--- config.mk ---
export PLATFORM = sky130hd
export DESIGN_NAME = force_seq_ctrl
export DESIGN_NICKNAME = d
export VERILOG_FILES = /design/src/rtl/force_seq_ctrl.sv
export SDC_FILE = /design/constraint.sdc
export NUM_CORES = 1
export LEC_CHECK = 0
export CAP_MARGIN = 0
export CORE_MARGIN = 2
export CORE_UTILIZATION = 45
export CTS_CLUSTER_DIAMETER = 50
export DETAILED_ROUTE_END_ITERATION = 10
export PLACE_DENSITY = 0.71
export SYNTH_ARGS = -nofsm -noshare
export SYNTH_HDL_FRONTEND = slang
export SYNTH_SLANG_ARGS = --single-unit
--- constraint.sdc ---
create_clock -name clk -period 1.81 [get_ports clk]
set_input_delay 0.362 -clock clk [delete_from_list [all_inputs] [get_ports clk]]
set_output_delay 0.362 -clock clk [all_outputs]
set_load 0.005 [all_outputs]
--- src/rtl/force_seq_ctrl.sv ---
// Upstream control for the d_ff register stage: registers the data stream and
// runs the request-driven preset window (FORCE -> HOLD -> IDLE with done pulse).
module force_seq_ctrl #(
  parameter int WIDTH   = 1,
  parameter int CNT_W   = 8,
  parameter int HOLDOFF = 2
) (
  input  logic             clk,
  input  logic             rst,
  input  logic [WIDTH-1:0] d_in,
  input  logic             req_valid,
  output logic             req_ready,
  input  logic [WIDTH-1:0] req_val,
  input  logic [CNT_W-1:0] req_len,
  input  logic             abort,
  output logic [WIDTH-1:0] d_out,
  output logic             preset,
  output logic [WIDTH-1:0] force_val,
  output logic             busy,
  output logic             done
);

  // Hold counter only needs to reach HOLDOFF, so size it from that value.
  localparam int HW = $clog2(HOLDOFF + 1);

  localparam logic [CNT_W-1:0] CNT_ONE   = CNT_W'(1);
  localparam logic [HW-1:0]    HOLD_ONE  = HW'(1);
  localparam logic [HW-1:0]    HOLD_LOAD = HW'(HOLDOFF);

  typedef enum logic [1:0] {
    IDLE  = 2'd0,
    FORCE = 2'd1,
    HOLD  = 2'd2
  } state_t;

  state_t           state, state_nxt;
  logic [CNT_W-1:0] cnt, cnt_nxt;
  logic [HW-1:0]    hold_cnt, hold_cnt_nxt;
  logic             preset_nxt;
  logic [WIDTH-1:0] force_val_nxt;
  logic             done_nxt;
  logic             accept;

  assign req_ready = (state == IDLE);
  assign busy      = (state != IDLE);
  assign accept    = req_valid & req_ready;

  // Data path: plain 1-cycle register, independent of the override FSM.
  // NOTE: sequential state uses non-blocking assignments so every flop samples
  // pre-edge values, regardless of statement order.
  always_ff @(posedge clk or negedge rst) begin
    if (!rst) begin
      d_out <= '0;
    end else begin
      d_out <= d_in;
    end
  end

  always_ff @(posedge clk or negedge rst) begin
    if (!rst) begin
      state     <= IDLE;
      cnt       <= '0;
      hold_cnt  <= '0;
      preset    <= 1'b0;
      force_val <= '0;
      done      <= 1'b0;
    end else begin
      state     <= state_nxt;
      cnt       <= cnt_nxt;
      hold_cnt  <= hold_cnt_nxt;
      preset    <= preset_nxt;
      force_val <= force_val_nxt;
      done      <= done_nxt;
    end
  end

  // NOTE: every always_comb output gets a default first so no path can leave
  // a signal unassigned and infer a latch.
  always_comb begin
    state_nxt     = state;
    cnt_nxt       = cnt;
    hold_cnt_nxt  = hold_cnt;
    preset_nxt    = preset;
    force_val_nxt = force_val;
    done_nxt      = 1'b0;

    unique case (state)
      IDLE: begin
        if (accept) begin
          if (req_len != '0) begin
            state_nxt     = FORCE;
            cnt_nxt       = req_len;
            preset_nxt    = 1'b1;
            force_val_nxt = req_val;
          end else begin
            // Zero-length request completes without ever raising preset.
            done_nxt = 1'b1;
          end
        end
      end

      FORCE: begin
        // cnt is never 0 here, so the decrement cannot wrap.
        if (abort || (cnt == CNT_ONE)) begin
          state_nxt    = HOLD;
          cnt_nxt      = '0;
          preset_nxt   = 1'b0;
          hold_cnt_nxt = HOLD_LOAD;
        end else begin
          cnt_nxt = cnt - CNT_ONE;
        end
      end

      HOLD: begin
        if (hold_cnt == HOLD_ONE) begin
          state_nxt    = IDLE;
          hold_cnt_nxt = '0;
          done_nxt     = 1'b1;
        end else begin
          hold_cnt_nxt = hold_cnt - HOLD_ONE;
        end
      end

      default: begin
        state_nxt  = IDLE;
        preset_nxt = 1'b0;
      end
    endcase
  end

endmodule
# == Word-level counts from Yosys, hierarchy flattened ==
# Index checks and enable logic that the tools add are counted.
# op_classes
reduce_logical,11
eq_ne,8
mux,19
addsub,2
n_bitwise,2
# ops
op,count
$mux 8,3
$pmux 8 s2,1
$mux 2,5
$eq 8x1->1 const B,1
$reduce_and 4->1,2
$reduce_bool 8->1,1
$sub 8x1->8 const B,1
$mux 1,6
$pmux 2 s3,1
$reduce_and 3->1,2
$reduce_bool 2->1,3
$eq 2x1->1 const B,2
$ne 2x1->1 const B,2
$ne 2x2->1 const B,2
$pmux 2 s2,1
$pmux 1 s3,1
$eq 2x2->1 const B,1
$logic_not 2->1,1
$pmux 1 s2,1
$reduce_and 2->1,1
$sub 2x1->2 const B,1
$and 1x1->1,1
$logic_or 1x1->1,1
$not 1->1,1
# totals
wordCells,49
ff_bits,16

# == Longest topological paths before layout ==
# Gate-level depths: netlist of run 1.
# depth
ltp_word,4
mapped_depth,7

# == Least setup slack after synthesis of run 1 ==
# OpenSTA, ideal clock, no wires.
# synth_timing
path_type,register to register
startpoint,register cnt[1]
endpoint,register cnt[2]
t_arrival_ns,1.639
path_slack_ns,0.047
n_path_buf,1
required_ns,1.686
stages_incl_launch_ff,8
setup_time_ns,0.124
cell_sequence,dfrtp_1 inv_1 ha_1 or3b_2 o21ai_2 buf_6 nor2_2 a211o_1
# synth_via
elab_chain_len,4
# synth_rtl
element,line_no,rtl
"start, declared",37,"logic [CNT_W-1:0] cnt, cnt_nxt;"
"start signal, assigned",69,cnt <= cnt_nxt;
"parallel branches: the longest is 2 deep, another holds $sub 8x1->8",-,
$mux 8 *,104,if (abort || (cnt == CNT_ONE)) begin
$pmux 8 s2 *,87,unique case (state)
# Mark *: on every way between the ends.
# A chain may end at the register's enable or synchronous reset.

# == Worst setup path in the final report of run 1 ==
# layout_timing
startpoint,register cnt[5]
endpoint,register cnt[2]
# layout_via
elab_chain_len,4
# layout_rtl
element,line_no
$eq 8x1->1,104
$logic_or 1x1->1,104
$mux 8,104
$pmux 8 s2,87
# No other way between the ends.

==> flow_metrics.env, run 1 <==
export IMPL_leakage_nw=0.675
export IMPL_netlist_instances=98
export IMPL_antenna_found_initial=0
export IMPL_cts_sinks=16
export IMPL_die_h_um=50.5
export IMPL_hold_buffers=0
export IMPL_ctsHtreeMaxLevel=1
export IMPL_critPathLaunchType="flip-flop"
export IMPL_async_flop_share_pct=100
export IMPL_gp_congestion=0.847
export IMPL_clk_pin_slew_ps=100
export IMPL_drc_errors=0
export IMPL_final_setup_worst_slack_ps=-8.72
export IMPL_holdWs_ps=368
export IMPL_outcome="complete, but fails checks"
export IMPL_synth_cell_types=40
export IMPL_pin_count=20
export IMPL_violations="setup timing"
export IMPL_setup_viol=1
export IMPL_synth_compound_area_share_pct=23.5
export IMPL_drtPass1Iterations=4
export IMPL_grt_pass1_wl_um=3980
export IMPL_grt_usage_pct=20.9
export IMPL_drt_wl_total_um=2660
export IMPL_power_per_cell_area_mw_per_mm2=1610
export IMPL_path_max_fanout=5
export IMPL_rows=16
export IMPL_timing_final_crit_share_pct=100
export IMPL_grt_ovfl_total=0
export IMPL_ant_nets=0
export IMPL_synth_top_family_by_area="compound AO/OA/AOI/OAI gates"
export IMPL_skew_ps=0.644
export IMPL_drtIter0Drc=46
export IMPL_synth_seq_area_share_pct=41.1
export IMPL_yosys_warnings=0
export IMPL_crit_chain="or4_4 > o21ai_4 > buf_12 > nor2_2 > a211o_1"
export IMPL_place_ws_ps=-120
export IMPL_dp_hpwl_um=1870
export IMPL_syn_to_final_growth_pct=53.5
export IMPL_min_path_type="in -> async"
export IMPL_place_area_mm2=0.00134
export IMPL_core_area_mm2=0.00200
export IMPL_cpMaxStageDelayCell="or4_4"
export IMPL_avgSynthCellArea_um2=9.93
export IMPL_cts_buffers_inserted=3
export IMPL_die_width_um=50.5
export IMPL_start_util_pct=48.6
export IMPL_port_buffers=19
export IMPL_cts_tree="yes"
export IMPL_yosys_area_share_xor_xnor_pct=0.900
export IMPL_synth_simple_area_share_pct=21.1
export IMPL_die_area_mm2=0.00255
export IMPL_cts_root_buf="clkbuf_4"
export IMPL_stdcell_area_mm2=0.00149
export IMPL_worstSetupPathType="reg -> reg"
export IMPL_ir_worst_vdd_mv=0.981
export IMPL_clock_latency_ps=290
export IMPL_clockBufferDepth=2
export IMPL_cp_arrival_ps=2010
export IMPL_end_kind="flip-flop"
export IMPL_n_antenna_cell=0
export IMPL_synth_main_ff_cell="dfrtp_1"
export IMPL_setup_tns_ps=-8.72
export IMPL_max_cap_violations=0
export IMPL_final_nets=163
export IMPL_slew_headroom_pct=70.3
export IMPL_finalHoldViolCount=0
export IMPL_slowest_delay_ps=590
export IMPL_post_route_min_period_ps=1820
export IMPL_syn_nets=115
export IMPL_tightest_slew_ps=444
export IMPL_synth_edff_count=0
export IMPL_grt_max_degree=13
export IMPL_rsz0062_at_grt="true"
export IMPL_grt_pass1_vias=887
export IMPL_slew_viol_final=0
export IMPL_synth_mux_area_share_pct=4.37
export IMPL_viasPerCell=5.86
export IMPL_clock_fmax_ghz=0.550
export IMPL_num_vias=1008
export IMPL_fin_util_pct=74.6
export IMPL_fill_cells=143
export IMPL_worst_r2r_cell_count=5
export IMPL_wire_per_inst_um=15.5
export IMPL_ys_seq_elements=16
export IMPL_yosys_area_share_adder_pct=3.86
export IMPL_drive_above_1_share_pct=35.2
export IMPL_crit_required_ps=2000
export IMPL_netlist_area_um2=973
[state kept, by name (all words and copies together) (netlist names)]
| signal | count |
|---|---|
| state | 2 |
| hold_cnt | 2 |
| done | 1 |
| preset | 1 |
| force_val | 1 |
| cnt | 8 |
| d_out | 1 |
[metrics by stage]
stage	instances	power, mW
after floorplan	98	1.39
after global placement	161	1.89
after detailed placement	161	1.94
after CTS	166	2.23
after global routing	172	2.56
final	172	2.40
[critical path, delay by kind of cell (launching register included)]
family | cells | cell delay [ps]
AND/OR/NAND/NOR | 2 | 620
AO/OA/AOI/OAI | 2 | 500
buffers and inverters | 1 | 150
flip-flops | 1 | 430
[where the power goes]
| part | leakage [nW] | internal, mW | switching [mW] |
|---|---|---|---|
| Clock | 0.0210 | 0.123 | 0.121 |
| Sequential | 0.194 | 0.515 | 0.148 |
| Combinational | 0.459 | 0.829 | 0.668 |
| Total | 0.675 | 1.47 | 0.937 |
[path summary, 6_finish.rpt]
| check | to | startpoint | slack (ps) |
|---|---|---|---|
| worst max-delay path | cnt[2] | cnt[5] | -9 |
| worst min-delay path | hold_cnt[1] | rst | 370 |
| worst max register to register | cnt[2] | cnt[5] | -9 |
| worst min register to register | preset | preset | 490 |
| max in group asynchronous | cnt[4] | rst | 970 |
| min in group clk | preset | preset | 490 |
[cell type report]
class / instances / area, µm² / area share, %
Timing Repair Buffer: 47 / 435 / 29.1
Clock buffer: 4 / 36.3 / 2.43
Inverter: 7 / 26.3 / 1.76
Multi-Input combinational cell: 71 / 559 / 37.4
Sequential cell: 16 / 403 / 27.0
Tap cell: 27 / 33.8 / 2.26
[cells in the final DEF, fill, tap and decap left out, types with 3 or more instances in the layout]
cell type	n
buf_4	26
clkdlybuf4s50_1	17
dfrtp_1	14
inv_1	6
nor3_1	5
o22ai_1	5
o2bb2ai_1	5
o21ai_0	5
nor2b_1	4
nand2b_1	3
nand2_1	3
clkbuf_4	3
[routing by layer]
metal | wire [µm] | global-route usage (%) | up-vias
li1 | - | - | 464
met1 | 1140 | 29.0 | 481
met2 | 1260 | 33.1 | 54
met3 | 199 | 2.98 | 9
met4 | 61 | 8.11 | 0
met5 | 0 | 0 | -
[kinds of logic (layout without fill, tap and decap cells)]
kind of cell / after synthesis / after routing
AND/OR/NAND/NOR: 33 / 33
AO/OA/AOI/OAI: 30 / 30
flip-flops: 16 / 16
buffers and inverters: 11 / 58
multiplexers: 4 / 4
adder cells (fa/ha/maj): 3 / 3
XOR/XNOR: 1 / 1
[Yosys cell counts, types with 2 or more instances]
| cell type | number | area (µm²) |
|---|---|---|
| mux2_2 | 2 | 22.5 |
| ha_1 | 3 | 37.5 |
| nand3_1 | 2 | 10.0 |
| nor2_2 | 2 | 12.5 |
| o22ai_1 | 5 | 31.3 |
| clkbuf_1 | 2 | 7.51 |
| o21ai_0 | 5 | 25.0 |
| a2bb2oi_1 | 3 | 26.3 |
| mux2i_1 | 2 | 20.0 |
| nor2b_1 | 4 | 25.0 |
| dfrtp_1 | 16 | 400 |
| nand2_1 | 3 | 11.3 |
| nand2b_1 | 3 | 18.8 |
| nor2_1 | 3 | 11.3 |
| a31oi_1 | 2 | 12.5 |
| nor4_1 | 2 | 12.5 |
| inv_1 | 7 | 26.3 |
| nor3_1 | 5 | 25.0 |
| o2bb2ai_1 | 5 | 43.8 |
| and3_1 | 2 | 12.5 |
[timing repair]
item / in CTS / in global routing
gates resized for setup: 5 / 7
gates cloned: 0 / 1
endpoints found under the setup margin: 11 / 11
pin swaps: 1 / 3
hold endpoints to repair: 0 / 0
buffers inserted: 1 / 5
Note: power is estimated with default switching activity, not from simulation.
==> inputs of run 2 (changes only) <==
--- a/config.mk
+++ b/config.mk
@@ -11,6 +11,7 @@
 export CTS_CLUSTER_DIAMETER = 50
 export DETAILED_ROUTE_END_ITERATION = 10
 export PLACE_DENSITY = 0.71
+export SLEW_MARGIN = 20
 export SYNTH_ARGS = -nofsm -noshare
 export SYNTH_HDL_FRONTEND = slang
 export SYNTH_SLANG_ARGS = --single-unit
==> results of run 2 <==
Final layout, timing and power as in run 1 (identical DEF).
==> inputs of run 3 (changes only) <==
--- a/config.mk
+++ b/config.mk
@@ -7,10 +7,10 @@
 export LEC_CHECK = 0
 export CAP_MARGIN = 0
 export CORE_MARGIN = 2
-export CORE_UTILIZATION = 45
+export CORE_UTILIZATION = 49
 export CTS_CLUSTER_DIAMETER = 50
 export DETAILED_ROUTE_END_ITERATION = 10
-export PLACE_DENSITY = 0.71
+export PLACE_DENSITY_LB_ADDON = 0.2
 export SLEW_MARGIN = 20
 export SYNTH_ARGS = -nofsm -noshare
 export SYNTH_HDL_FRONTEND = slang
==> constraint.sdc (replaced) <==
create_clock -name clk -period 1.71 [get_ports clk]
set_input_delay 0.342 -clock clk [delete_from_list [all_inputs] [get_ports clk]]
set_output_delay 0.342 -clock clk [all_outputs]
set_load 0.005 [all_outputs]
==> flow_metrics.env, run 3 (synthesized netlist as in run 1, its figures left out) <==
export IMPL_antenna_found_initial=0
export IMPL_gp_congestion=0.864
export IMPL_final_nets=162
export IMPL_slew_viol_final=0
export IMPL_drive_above_1_share_pct=37.8
export IMPL_power_per_cell_area_mw_per_mm2=1680
export IMPL_pin_count=20
export IMPL_grt_max_degree=17
export IMPL_stdcell_area_mm2=0.00148
export IMPL_die_width_um=48.6
export IMPL_clock_latency_ps=280
export IMPL_crit_chain="or4_4 > o21ai_4 > buf_6 > nor2_2 > a211o_1"
export IMPL_finalHoldViolCount=0
export IMPL_grt_usage_pct=23.2
export IMPL_port_buffers=19
export IMPL_cts_buffers_inserted=3
export IMPL_p_total_mw=2.48
export IMPL_rows=16
export IMPL_clock_fmax_ghz=0.587
export IMPL_ant_nets=0
export IMPL_setup_viol=0
export IMPL_post_route_min_period_ps=1700
export IMPL_slowest_delay_ps=580
export IMPL_wire_per_inst_um=14.6
export IMPL_grt_pass1_wl_um=4220
export IMPL_place_area_mm2=0.00134
export IMPL_drtPass1Iterations=4
export IMPL_syn_to_final_growth_pct=51.5
export IMPL_drtIter0Drc=21
export IMPL_largest_reg_flops=8
export IMPL_critPathLaunchType="flip-flop"
export IMPL_end_kind="flip-flop"
export IMPL_tightest_slew_ps=286
export IMPL_final_setup_worst_slack_ps=5.82
export IMPL_outcome="complete, no violations"
export IMPL_path_max_fanout=5
export IMPL_clk_pin_slew_ps=90
export IMPL_min_path_type="in -> async"
export IMPL_timing_final_crit_share_pct=99.7
export IMPL_multi_input_area_um2=594
export IMPL_r2r_slack_ps=6
export IMPL_cp_arrival_ps=1880
export IMPL_leakage_nw=0.652
export IMPL_drc_errors=0
export IMPL_worstReg2RegStart="cnt[4]"
export IMPL_grt_pass1_vias=980
export IMPL_final_cell_mix="buf_4, clkdlybuf4s50_1, dfrtp_1"
export IMPL_fin_util_pct=76.8
export IMPL_die_h_um=48.6
export IMPL_die_area_mm2=0.00236
export IMPL_clockBufferDepth=2
export IMPL_regToRegEndpoint="cnt[2]"
export IMPL_grt_ovfl_total=0
export IMPL_cpMaxStageDelayCell="or4_4"
export IMPL_cts_sinks=16
export IMPL_slew_headroom_pct=80.9
export IMPL_drt_wl_total_um=2480
export IMPL_dp_hpwl_um=1850
export IMPL_worstSetupPathType="reg -> reg"
export IMPL_n_antenna_cell=0
export IMPL_top_regs="cnt (8), hold_cnt (2), state (2)"
export IMPL_viasPerCell=5.67
export IMPL_rsz0062_at_grt="true"
export IMPL_max_cap_violations=0
export IMPL_ctsHtreeMaxLevel=1
export IMPL_fill_cells=136
export IMPL_cts_tree="yes"
export IMPL_regMostFlops="cnt"
export IMPL_place_ws_ps=-154
export IMPL_core_area_mm2=0.00192
export IMPL_cts_root_buf="clkbuf_4"
export IMPL_num_vias=964
export IMPL_ir_worst_vdd_mv=1.18
export IMPL_regArea_um2=403
export IMPL_start_util_pct=50.7
export IMPL_crit_required_ps=1880
export IMPL_cp_startpoint="cnt[4]"
export IMPL_worst_r2r_cell_count=5
export IMPL_skew_ps=0.693
export IMPL_layout_commonest_cell="buf_4"
==> run 3: final cells by class <==
class	instances	area share (%)
flip-flops and latches	16	27.3
inverters	7	1.78
multi-input cells	71	40.3
repair buffers	46	26.8
well taps	27	2.29
clock buffers	3	1.53
==> run 3: what timing repair did <==
item | CTS | global route
setup buffers | 3 | 1
pin swaps | 1 | 2
gates resized for setup | 11 | 8
cloned | 1 | 0
setup endpoints to repair | 12 | 12
hold buffers | 0 | 0
==> run 3: critical path, delay by kind of cell, from the launching register on <==
kind,cells,cell delay (ps)
AND/OR/NAND/NOR,2,620
AO/OA/AOI/OAI,2,430
flip-flops,1,410
buffers and inverters,1,150
==> run 3: worst max path at each step <==
stage / to / slack, ps / depth (start not counted)
6_report: cnt[2] / 6 / 5
5_1_grt: cnt[2] / -50 / 7
4_1_cts: cnt[2] / -10 / 7
3_5_place_dp: force_val / -150 / 6
3_3_place_gp: force_val / -150 / 6
2_1_floorplan: cnt[2] / 50 / 7
==> run 3: through the flow <==
step | hold slack (ps) | instances | setup TNS [ps]
2_1_floorplan | 46.4 | 98 | 0
3_3_place_gp | 461 | 162 | -955
3_5_place_dp | 479 | 162 | -1230
4_1_cts | 379 | 169 | -12.2
5_1_grt | 395 | 170 | -244
6_report | 375 | 170 | 0
==> run 3: per-layer routing <==
metal	up-vias	track usage, %	share of wire, %
li1	461	-	-
met1	450	27.7	43
met2	45	38.9	48
met3	8	5.25	6.6
met4	0	12.4	1.9
met5	-	0	0
==> run 3: where the power goes <==
group | internal [mW] | switching, mW
logic | 0.875 | 0.740
registers | 0.546 | 0.122
clock network | 0.0817 | 0.112
